$ cat config.mk
export PLATFORM = sky130hd
export DESIGN_NAME = cola_resultados
export DESIGN_NICKNAME = d
export VERILOG_FILES = /design/src/rtl/cola_pkg.sv /design/src/rtl/fifo_mem.sv /design/src/rtl/cola_resultados.sv
export SDC_FILE = /design/constraint.sdc
export NUM_CORES = 1
export LEC_CHECK = 0
export CAP_MARGIN = 25
export CORE_ASPECT_RATIO = 0.6
export CORE_MARGIN = 3
export CORE_UTILIZATION = 41
export CTS_CLUSTER_DIAMETER = 60
export DETAILED_ROUTE_END_ITERATION = 12
export PLACE_DENSITY = 0.68
export SYNTH_ARGS = -nofsm -noshare
export SYNTH_HDL_FRONTEND = slang
export SYNTH_SLANG_ARGS = --single-unit
$ cat constraint.sdc
create_clock -name clk -period 3.3 [get_ports clk]
set_input_delay 0.495 -clock clk [delete_from_list [all_inputs] [get_ports clk]]
set_output_delay 0.495 -clock clk [all_outputs]
set_load 0.02 [all_outputs]
$ cat src/rtl/cola_pkg.sv
// Shared constants and helpers for the result capture queue.
package cola_pkg;

  localparam logic MODO_SUMA  = 1'b1;
  localparam logic MODO_RESTA = 1'b0;

  localparam int unsigned DATO_LSB = 0;

  // Tag bits sit directly above a result word of width w.
  function automatic int unsigned flag_bit(input int unsigned w);
    return w;
  endfunction

  function automatic int unsigned modo_bit(input int unsigned w);
    return w + 1;
  endfunction

  function automatic int unsigned clog2(input int unsigned n);
    int unsigned r;
    r = 0;
    while ((32'd1 << r) < n) r++;
    return r;
  endfunction

endpackage

$ cat src/rtl/fifo_mem.sv
// Register array: one synchronous write port, one asynchronous read port.
module fifo_mem
  import cola_pkg::*;
#(
  parameter int unsigned DEPTH = 4,
  parameter int unsigned EW    = 7
) (
  input  logic                      clk,
  input  logic                      i_we,
  input  logic [clog2(DEPTH)-1:0]   i_waddr,
  input  logic [EW-1:0]             i_wdata,
  input  logic [clog2(DEPTH)-1:0]   i_raddr,
  output logic [EW-1:0]             o_rdata
);

  logic [EW-1:0] r_mem [DEPTH];

  always_ff @(posedge clk) begin
    if (i_we) r_mem[i_waddr] <= i_wdata;
  end

  assign o_rdata = r_mem[i_raddr];

endmodule

$ cat src/rtl/cola_resultados.sv
// Captures adder/subtractor results into a FWFT FIFO; overflow results are dropped and counted.
module cola_resultados
  import cola_pkg::*;
#(
  parameter int unsigned DEPTH  = 4,
  parameter int unsigned W      = 5,
  parameter int unsigned DROP_W = 8
) (
  input  logic                    clk,
  input  logic                    rst_n,
  input  logic                    in_valid,
  input  logic                    in_sel,
  input  logic [W-1:0]            in_sal,
  output logic                    out_valid,
  input  logic                    out_ready,
  output logic [W-1:0]            out_dato,
  output logic                    out_modo,
  output logic                    out_flag,
  output logic [clog2(DEPTH):0]   count,
  output logic                    lleno,
  output logic [DROP_W-1:0]       drop_cnt
);

  localparam int unsigned PW = clog2(DEPTH);
  localparam int unsigned CW = PW + 1;
  localparam int unsigned EW = W + 2;
  localparam int unsigned FB = flag_bit(W);
  localparam int unsigned MB = modo_bit(W);

  logic [PW-1:0]     r_wr_ptr, r_rd_ptr;
  logic [CW-1:0]     r_count;
  logic [DROP_W-1:0] r_drop;

  logic          w_full, w_pop, w_push, w_drop;
  logic [EW-1:0] w_wr_entry, w_rd_entry;

  assign w_full = (r_count == CW'(DEPTH));
  assign w_pop  = (r_count != '0) && out_ready;
  // A pop on the same edge frees a slot, so a full queue may still accept.
  assign w_push = in_valid && (!w_full || w_pop);
  assign w_drop = in_valid && w_full && !w_pop;

  always_comb begin
    w_wr_entry              = '0;
    w_wr_entry[W-1:DATO_LSB] = in_sal;
    w_wr_entry[FB]          = in_sal[W-1];
    w_wr_entry[MB]          = in_sel;
  end

  fifo_mem #(
    .DEPTH (DEPTH),
    .EW    (EW)
  ) u_mem (
    .clk     (clk),
    .i_we    (w_push),
    .i_waddr (r_wr_ptr),
    .i_wdata (w_wr_entry),
    .i_raddr (r_rd_ptr),
    .o_rdata (w_rd_entry)
  );

  always_ff @(posedge clk or negedge rst_n) begin
    if (!rst_n) begin
      r_wr_ptr <= '0;
      r_rd_ptr <= '0;
      r_count  <= '0;
      r_drop   <= '0;
    end else begin
      if (w_push) r_wr_ptr <= r_wr_ptr + PW'(1);
      if (w_pop)  r_rd_ptr <= r_rd_ptr + PW'(1);
      if (w_push && !w_pop)      r_count <= r_count + CW'(1);
      else if (w_pop && !w_push) r_count <= r_count - CW'(1);
      if (w_drop && (r_drop != '1)) r_drop <= r_drop + DROP_W'(1);
    end
  end

  // Head fields are masked while empty so stale storage never shows after reset.
  assign out_valid = (r_count != '0);
  assign out_dato  = out_valid ? w_rd_entry[W-1:DATO_LSB] : '0;
  assign out_flag  = out_valid ? w_rd_entry[FB] : 1'b0;
  assign out_modo  = out_valid ? w_rd_entry[MB] : 1'b0;
  assign count     = r_count;
  assign lleno     = w_full;
  assign drop_cnt  = r_drop;

endmodule

* After elaboration in Yosys (flattened, before gate mapping)
Memory sizes are Yosys's and may differ from the RTL's. Cells that the tools add are included.
Word-level totals: register bits 15, logic and storage cells 32, memories kept 1, memory bits (read-only) 0, RAM bits 28, latch bits 0
Memories:
- u_mem.r_mem | words 4, bits a word 7, rd ports 1, clocked after Yosys merged registers in 0, wr ports 1, RTL line fifo_mem.sv:16 | logic [EW-1:0] r_mem [DEPTH];
Operators by class: add/subtract/negate cells 5, bitwise operators 0, shift-type cells 0, reduce and logical (&&, ||, !) cells 13, order comparisons 0, multipliers 0, mux-type cells 7, eq/ne operators 2, div/mod/pow operators 0
Operators by type and width (number):
- $add A8 B1 Y8 const B | 1
- $ne A8 B8 Y1 const B | 1
- $logic_and A1 B1 Y1 | 7
- $mux W3 | 2
- $mux W5 | 1
- $add A2 B1 Y2 const B | 2
- $mux W1 | 4
- $add A3 B1 Y3 const B | 1
- $eq A3 B3 Y1 const B | 1
- $logic_not A1 Y1 | 3
- $reduce_bool A3 Y1 | 1
- $sub A3 B1 Y3 const B | 1
- $reduce_bool A2 Y1 | 1
- $logic_or A1 B1 Y1 | 1

* Logic depth before layout (Yosys ltp)
Gate-level depths: netlist of the first run.
depth after elaboration 8, depth in mapped cells 9, gate-level depth less buffers 8

* By module
A second synthesis of the first run with hierarchy kept.
Unflattened totals: cells, all modules 113, area total of the unflattened synthesis 1865.5 um2
Modules (own cells, without submodules):
- fifo_mem | cells each 41, area each 1044.8 um2, instances 1, sequential area each 840.8 um2
- cola_resultados | cells each 72, area each 820.8 um2, instances 1, sequential area each 375.4 um2

* Least setup slack after synthesis of the first run
OpenSTA, ideal clock, no wires.
path type register -> register, start register r_count[0] (netlist: count[0]), end register r_count[2] (netlist: count[2]), required time 3.220 ns, period minus slack after synthesis 2.325 ns, setup slack 0.975 ns, arrival time 2.245 ns, stages on the path, launching flop included 10, setup time 0.080 ns, cells stage by stage dfrtp_1 > or3_1 > clkbuf_1 > nand2_1 > ha_1 > inv_1 > fa_1 > xor2_1 > nor2_1 > xor2_1
On the way: longest elaborated chain between the ends 7
Ends and longest elaborated chain:
- start: declaration | RTL line cola_resultados.sv:31 | logic [CW-1:0] r_count;
- start signal: assignment | RTL line cola_resultados.sv:71 | if (w_push && !w_pop) r_count <= r_count + CW'(1);
- start signal: assignment | RTL line cola_resultados.sv:72 | else if (w_pop && !w_push) r_count <= r_count - CW'(1);
- $reduce_bool A3 Y1 (*)
- net out_valid | RTL line cola_resultados.sv:14 | output logic out_valid,
- $logic_and A1 B1 Y1 (*) | RTL line cola_resultados.sv:38 | assign w_pop = (r_count != '0) && out_ready;
- $logic_or A1 B1 Y1 | RTL line cola_resultados.sv:40 | assign w_push = in_valid && (!w_full || w_pop);
- $logic_and A1 B1 Y1 | RTL line cola_resultados.sv:40
- $logic_not A1 Y1 | RTL line cola_resultados.sv:72
- $logic_and A1 B1 Y1 | RTL line cola_resultados.sv:72
- $reduce_bool A2 Y1 (no source line)
The timed path passes the listed nets; every way through them passes the cells marked *. The select of a mux whose other input is x is not followed. A chain may end at the register's enable or synchronous reset.

* Worst setup path after layout of the first run
start register r_rd_ptr[0], end output port out_dato[0]
On the way: longest elaborated chain between the ends 2
Ends and longest elaborated chain:
- start: declaration | RTL line cola_resultados.sv:30 | logic [PW-1:0] r_wr_ptr, r_rd_ptr;
- start signal: assignment | RTL line cola_resultados.sv:70 | if (w_pop) r_rd_ptr <= r_rd_ptr + PW'(1);
- $mem_v2 Z4 W7
- $mux W5 | RTL line cola_resultados.sv:79 | assign out_dato = out_valid ? w_rd_entry[W-1:DATO_LSB] : '0;
- end: declaration | RTL line cola_resultados.sv:16 | output logic [W-1:0] out_dato,
No other way between the ends.

==> results of run 1 <==
==> state kept, by name, indices dropped and copies added (netlist names) <==
| signal | cells |
|---|---|
| count | 3 |
| drop_cnt | 8 |
| r_wr_ptr | 2 |
| r_rd_ptr | 2 |
| u_mem.r_mem | 24 |
==> power groups by stage <==
stage | sequential (W) | combinational [W] | clock, W
final | 0.000770 | 0.000747 | 0.000344
after global routing | 0.000797 | 0.000805 | 0.000375
after CTS | 0.000774 | 0.000759 | 0.000355
after detailed placement | 0.000784 | 0.000757 | 0
after global placement | 0.000777 | 0.000740 | 0
after floorplan | 0.000758 | 0.000471 | 0
==> synthesized netlist by cell type <==
cell,number
nand2_1,6
inv_1,5
ha_1,6
o21a_1,1
nand3b_1,1
or3_1,2
a31oi_1,1
mux4_2,6
xor2_1,3
a41oi_1,2
a21oi_1,1
nor2b_1,2
clkbuf_1,3
dfrtp_1,15
nand3_1,4
and2_1,10
mux2_2,3
nor3b_1,1
xnor2_1,4
fa_1,1
o21ai_0,2
nor4b_4,1
mux2_4,1
buf_2,1
edfxtp_1,24
nor2_1,4
buf_4,1
nor3_1,2
nand4_1,1
mux2i_1,1
nor3b_2,1
==> placed cells by master (no fill, tap or decap), types with 2 or more instances in the layout <==
cell,count
and2_1,10
clkbuf_8,7
edfxtp_1,24
inv_1,5
xor2_1,3
or3_1,2
ha_1,6
nor2_1,4
nor3_1,2
a41oi_1,2
nor2b_1,2
xnor2_1,4
dfrtp_1,15
clkdlybuf4s50_1,29
mux4_2,6
nand3_1,4
o21ai_0,2
mux2_2,3
nand2_1,6
==> critical path: stages, from the launching register on <==
cell,delay [ps]
dfrtp_1,670
mux4_2,570
and2_1,170
clkdlybuf4s50_1,530
==> routing by layer <==
layer | track usage (%) | vias up
li1 | - | 482
met1 | 19.3 | 506
met2 | 20.2 | 15
met3 | 4.55 | 5
met4 | 5.23 | 0
met5 | 0 | -
==> kinds of logic after synthesis <==
family	count (synthesis)
buf+inv	10
flops	39
xor+xnor	7
compound gates	7
mux	11
fa+ha+maj	7
simple gates	35
==> metrics by stage <==
stage | std cells | cell area, um2 | util, % | hold WS, ps | power (W)
after floorplan | 116 | 1750 | - | 199 | 0.00123
after global placement | 197 | 2090 | 53.9 | 528 | 0.00152
after detailed placement | 197 | 2090 | 53.9 | 532 | 0.00154
after CTS | 205 | 2190 | 56.5 | 543 | 0.00189
after global routing | 205 | 2190 | 56.5 | 577 | 0.00198
final | 205 | 2190 | 56.5 | 539 | 0.00186
==> area by class of cell <==
cell class	instances	area share, %
sequential	39	50.1
multi-input combinational	67	27.9
timing repair buffer	29	13.3
clock buffer	8	4.58
tap	57	3.26
inverter	5	0.859
==> path summary, 6_finish.rpt <==
kind | end | cells past startpoint
setup / recovery | out_dato[0] | 3
hold / removal | drop_cnt[0]$_DFFE_PN0P_ | 1
setup reg to reg | count[2]$_DFFE_PN0P_ | 8
hold reg to reg | drop_cnt[0]$_DFFE_PN0P_ | 1
max in group asynchronous | drop_cnt[7]$_DFFE_PN0P_ | 1
min in group asynchronous | count[0]$_DFFE_PN0P_ | 1
==> results.md, run 1 <==
* Maxcap violations at 0
* Starting density of the core at a little under half
* Max frequency at around 0.37 GHz
* FF-to-FF Start: count[0]$_DFFE_PN0P_
* Clock Power Share at 18.5%
* Io pins at 30
* Run status: finished, final reports clean
* Share of cells above drive strength 1 at 12.8%
* Gr usage total at 13.8%
* Post-route ant nets at 0
* Pre-Repair DR Iteration Count at 4
* Crit share post-route at 82.4%
* Drt drc at 0
* Critical path type: reg -> out
* Post-CTS setup buffer count at 0
* Pre-CTS setup slack at 504 ps
* Die ar. at 0.00511 mm2
* Mapped Cells at 116
* Pleak at 0.804 nW
* Total Wirelength at 3.13 mm
* Hold crit path type: reg -> reg
* Synth Area in XOR/XNOR at 3.51%
* Max-slew violations at 0
* CTS resizes at 0
* R2R setup slack at 980 ps
* FF+latch area at 0.00110 mm2
* Multi-input logic area at 609 um2
* Wire per inst at 15.3 um
* Critical path arrival at 2220 ps
* Synth unique cells at 31
* Synth top area share at between 40% and 50%
* Worst-Margin Slew at 705 ps
* Row cnt at 17
* RSZ-0062 raised after global routing: no
* Largest family of logic cells by synthesized area: simple AND/OR/NAND/NOR gates
* CP Launch Point: r_rd_ptr[0]$_DFFE_PN0N_
* HPWL Detailed at between 2 and 2.5 mm
* Final Hold Vio Count at 0
* Peak supply drop at 0.291 mV
* Setup crit start kind: flip-flop
* Synth area leaders: edfxtp_1, dfrtp_1, mux4_2
* Via count at 1008
* Internal at 0.00123 W
* Final Critical Period at 2720 ps
* H-tree lvl count at 2
* Die width at approximately 90 um
* Clock transition at the registers of the reported paths at 70 ps
* IO buf count at 29
* Highest metal used: met4
* Largest net degree at the start of global routing at 16
* Clk_skew at approximately 3.4 ps
* Fin nets at 164
* Synth Area in Simple Gates at between 10% and 20%
* Antenna violations before repair at 0
* Routed vias/inst at 4.92
* First-pass GRT wire length at 5.27 mm
* TritonCTS clock tree: done
* Largest area contributor in the netlist: edfxtp_1
* Syn Area/Cell at 15.1 um2
* Post-synthesis mux area share at between 10 and 15%
* Post-Route M1 WL at 1.60 mm
* Number of synthesized register bits at 39
* Sw power at 0.000628 W
* Inserted Diodes at 0
* Synth Warn # at 0
* Sequential share of power at about two fifths
* Met2 wire len at 1.39 mm
* Crit Path Max Fanout at 8
* Net Sw Frac at 33.8%
* Slew margin rel. at 52.8%
* Final setup viols at 0
* Area Overhead vs Synth at 25.1%
* Worst skew pair latency at 280 ps
* Clk Tree Root Cell: clkbuf_8
* Adder-cell area share of the yosys netlist at 5.44%
* Core Area at just under 0.004 mm2
* Register area share after synthesis at a little over three fifths
* CP required at between 2000 and 3000 ps
* PwrDens at 851 mW/mm2
* Post-synthesis net count at 133
* RD Place Congestion at 0.768
* DRT iter0 DRCs at 40
* Compound-Gate Fraction of Synth Area at under 10%
* Comb pwr share at 40.1%
* Final setup margin at 580 ps
* Syn Std Cell Area at roughly 0.0017 mm2
* CTS buffer count at 5
* Total gr overflow at 0
* Clock Sinks at 39
* Worst-case clock buffer depth at 2
* Die Y at between 50 and 60 um
* Hold_sp: drop_cnt[0]$_DFFE_PN0P_
* Hold_buf cts at 0
* Post-route setup TNS at 0 ps
* CP Capture Type: output pin
* Met3 Wirelength at 98 um
* Fillers at 335
* Number of global-route vias before repair at about 1000
Note: power is estimated with default switching activity, not from simulation.
==> run 2: changes to the inputs <==
- clock period: 3.3 -> 2.7 ns (I/O delays scaled with it)
==> results.md, run 2 (synthesized netlist as in run 1, its figures left out) <==
* Leading cell types in the layout, fill and taps excluded: clkdlybuf4s50_1, edfxtp_1, dfrtp_1
* DRT iter0 DRCs at 65
* Slew margin rel. at about 53%
* Crit Path Max Fanout at 8
* Area Overhead vs Synth at 25.1%
* Total gr overflow at 0
* Slowest cell delay on critical path at 540 ps
* Met2 wire len at 1.52 mm
* RSZ-0062 raised after global routing: no
* Max-slew violations at 0
* Share of cells above drive strength 1 at 14.1%
* Worst skew pair latency at 290 ps
* CP delay by family, top: multiplexers
* First-pass GRT wire length at 5.60 mm
* Die width at 90.3 um
* Fin cells at 206
* Critical path arrival at 2060 ps
* Die ar. at 0.00511 mm2
* Wire per inst at 16.3 um
* Met3 Wirelength at 127 um
* PwrDens at 1040 mW/mm2
* Pleak at ~0.81 nW
* CP Launch Point: r_rd_ptr[0]$_DFFE_PN0N_
* Clk_skew at 7.09 ps
* Final setup viols at 0
* Routed vias/inst at 5.17
* Most common cell after layout, fill and taps aside: clkdlybuf4s50_1
* Final Critical Period at 2470 ps
* Crit. path cell count at 3
* CP required at between 2000 and 2500 ps
* FF-to-FF Start: count[0]$_DFFE_PN0P_
* Die Y at 56.6 um
* Critical path type: reg -> out
* Row cnt at 17
* HPWL Detailed at 2.56 mm
* R2R setup slack at ~380 ps
* Maxcap violations at 0
* Worst-Margin Slew at 697 ps
* TritonCTS clock tree: done
* Core Area at between 0.003 and 0.004 mm2
* Clock Sinks at 39
* Largest reg by FF count: u_mem.r_mem
* CP Capture Type: output pin
* Worst reg-to-reg path cell count at 8
* Inserted Diodes at 0
* Max FFs per register at 24
* Post-route ant nets at 0
* Fillers at 323
* Number of global-route vias before repair at about 1100
* Clock transition at the registers of the reported paths at around 80 ps
* IO buf count at 29
* Post-route setup TNS at 0 ps
* Post-CTS setup buffer count at 0
* Clk Tree Root Cell: clkbuf_8
* CTS buffer count at 5
* Drt drc at 0
* Peak supply drop at 0.378 mV
* Io pins at 30
* Crit share post-route at 91.3%
* Post-Route M1 WL at 1.65 mm
* Crit path cell chain: mux4_2, and2_1, clkdlybuf4s50_1
* Via count at 1066
* Final Hold Vio Count at 0
* Worst-case clock buffer depth at 2
* Largest net degree at the start of global routing at 16
* FF+latch area at 0.00110 mm2
* Hold crit path type: in -> async
* Multi-input logic area at 609 um2
* Worst Setup EP: out_dato[0]
* Pre-Repair DR Iteration Count at 4
* Run status: finished, final reports clean
* Starting density of the core at 45.2%
* Antenna violations before repair at 0
* Number of buffers and inverters on the critical path at 1
* CP max stage cell: mux4_2
* Placed cell count at 198
* Fin nets at 165
* Worst flop-to-flop path endpoint: count[2]$_DFFE_PN0P_
* Gr usage total at around 15%
* Highest metal used: met4
* RD Place Congestion at 0.801
* H-tree lvl count at 2
* Setup crit start kind: flip-flop
* Total Wirelength at between 3 and 4 mm
* Max frequency at ~0.41 GHz
[run 2: cell count changes in the layout (fill, tap and decap cells not counted)]
cell      delta
buf_4        +1
clkinv_2     +1
dfrtp_1      -1
clkbuf_8     -1
dfrtp_2      +1
[run 2: per-layer routing]
metal	up-vias	GRT usage, %
met4	0	6.54
li1	485	-
met3	8	4.15
met1	544	19.6
met2	29	22.4
met5	-	0
[run 2: worst min-delay path by stage]
| stage | from | to | cells after the start |
|---|---|---|---|
| 3_3_place_gp | count[2]$_DFFE_PN0P_ | count[2]$_DFFE_PN0P_ | 1 |
| 5_1_grt | drop_cnt[0]$_DFFE_PN0P_ | drop_cnt[0]$_DFFE_PN0P_ | 1 |
| 6_report | rst_n | drop_cnt[4]$_DFFE_PN0P_ | 1 |
| 2_1_floorplan | rst_n | count[0]$_DFFE_PN0P_ | 0 |
| 3_5_place_dp | drop_cnt[0]$_DFFE_PN0P_ | drop_cnt[0]$_DFFE_PN0P_ | 1 |
| 4_1_cts | drop_cnt[0]$_DFFE_PN0P_ | drop_cnt[0]$_DFFE_PN0P_ | 1 |
[run 2: power breakdown]
group	internal [W]	leakage, nW	total, W	switching (W)
clock network	0.000206	0.0482	0.000401	0.000195
logic	0.000493	0.353	0.000916	0.000423
registers	0.000788	0.404	0.000949	0.000161
[run 2: timing repair]
action / in CTS / in global routing
hold buffers: 0 / 0
endpoints found under the setup margin: 0 / 6
resized for setup: 0 / 1
[run 2: layout make-up]
class | count | share of cell area [%]
Sequential cell | 39 | 50.2
Multi-Input combinational cell | 67 | 27.9
Timing Repair Buffer | 30 | 13.6
Clock buffer | 7 | 3.95
Tap cell | 57 | 3.26
Inverter | 5 | 0.859
Clock inverter | 1 | 0.229
[run 2: per-stage QoR]
| step | hold slack [ps] | setup slack [ps] | power [W] | cell area, um2 | util [%] |
|---|---|---|---|---|---|
| after global placement | 528 | 279 | 0.00185 | 2090 | 54.1 |
| after CTS | 545 | 46.1 | 0.00229 | 2180 | 56.4 |
| after global routing | 575 | 143 | 0.00240 | 2190 | 56.5 |
| after detailed placement | 532 | 198 | 0.00189 | 2090 | 54.1 |
| after floorplan | 109 | 375 | 0.00150 | 1750 | - |
| final | 531 | 234 | 0.00227 | 2190 | 56.5 |
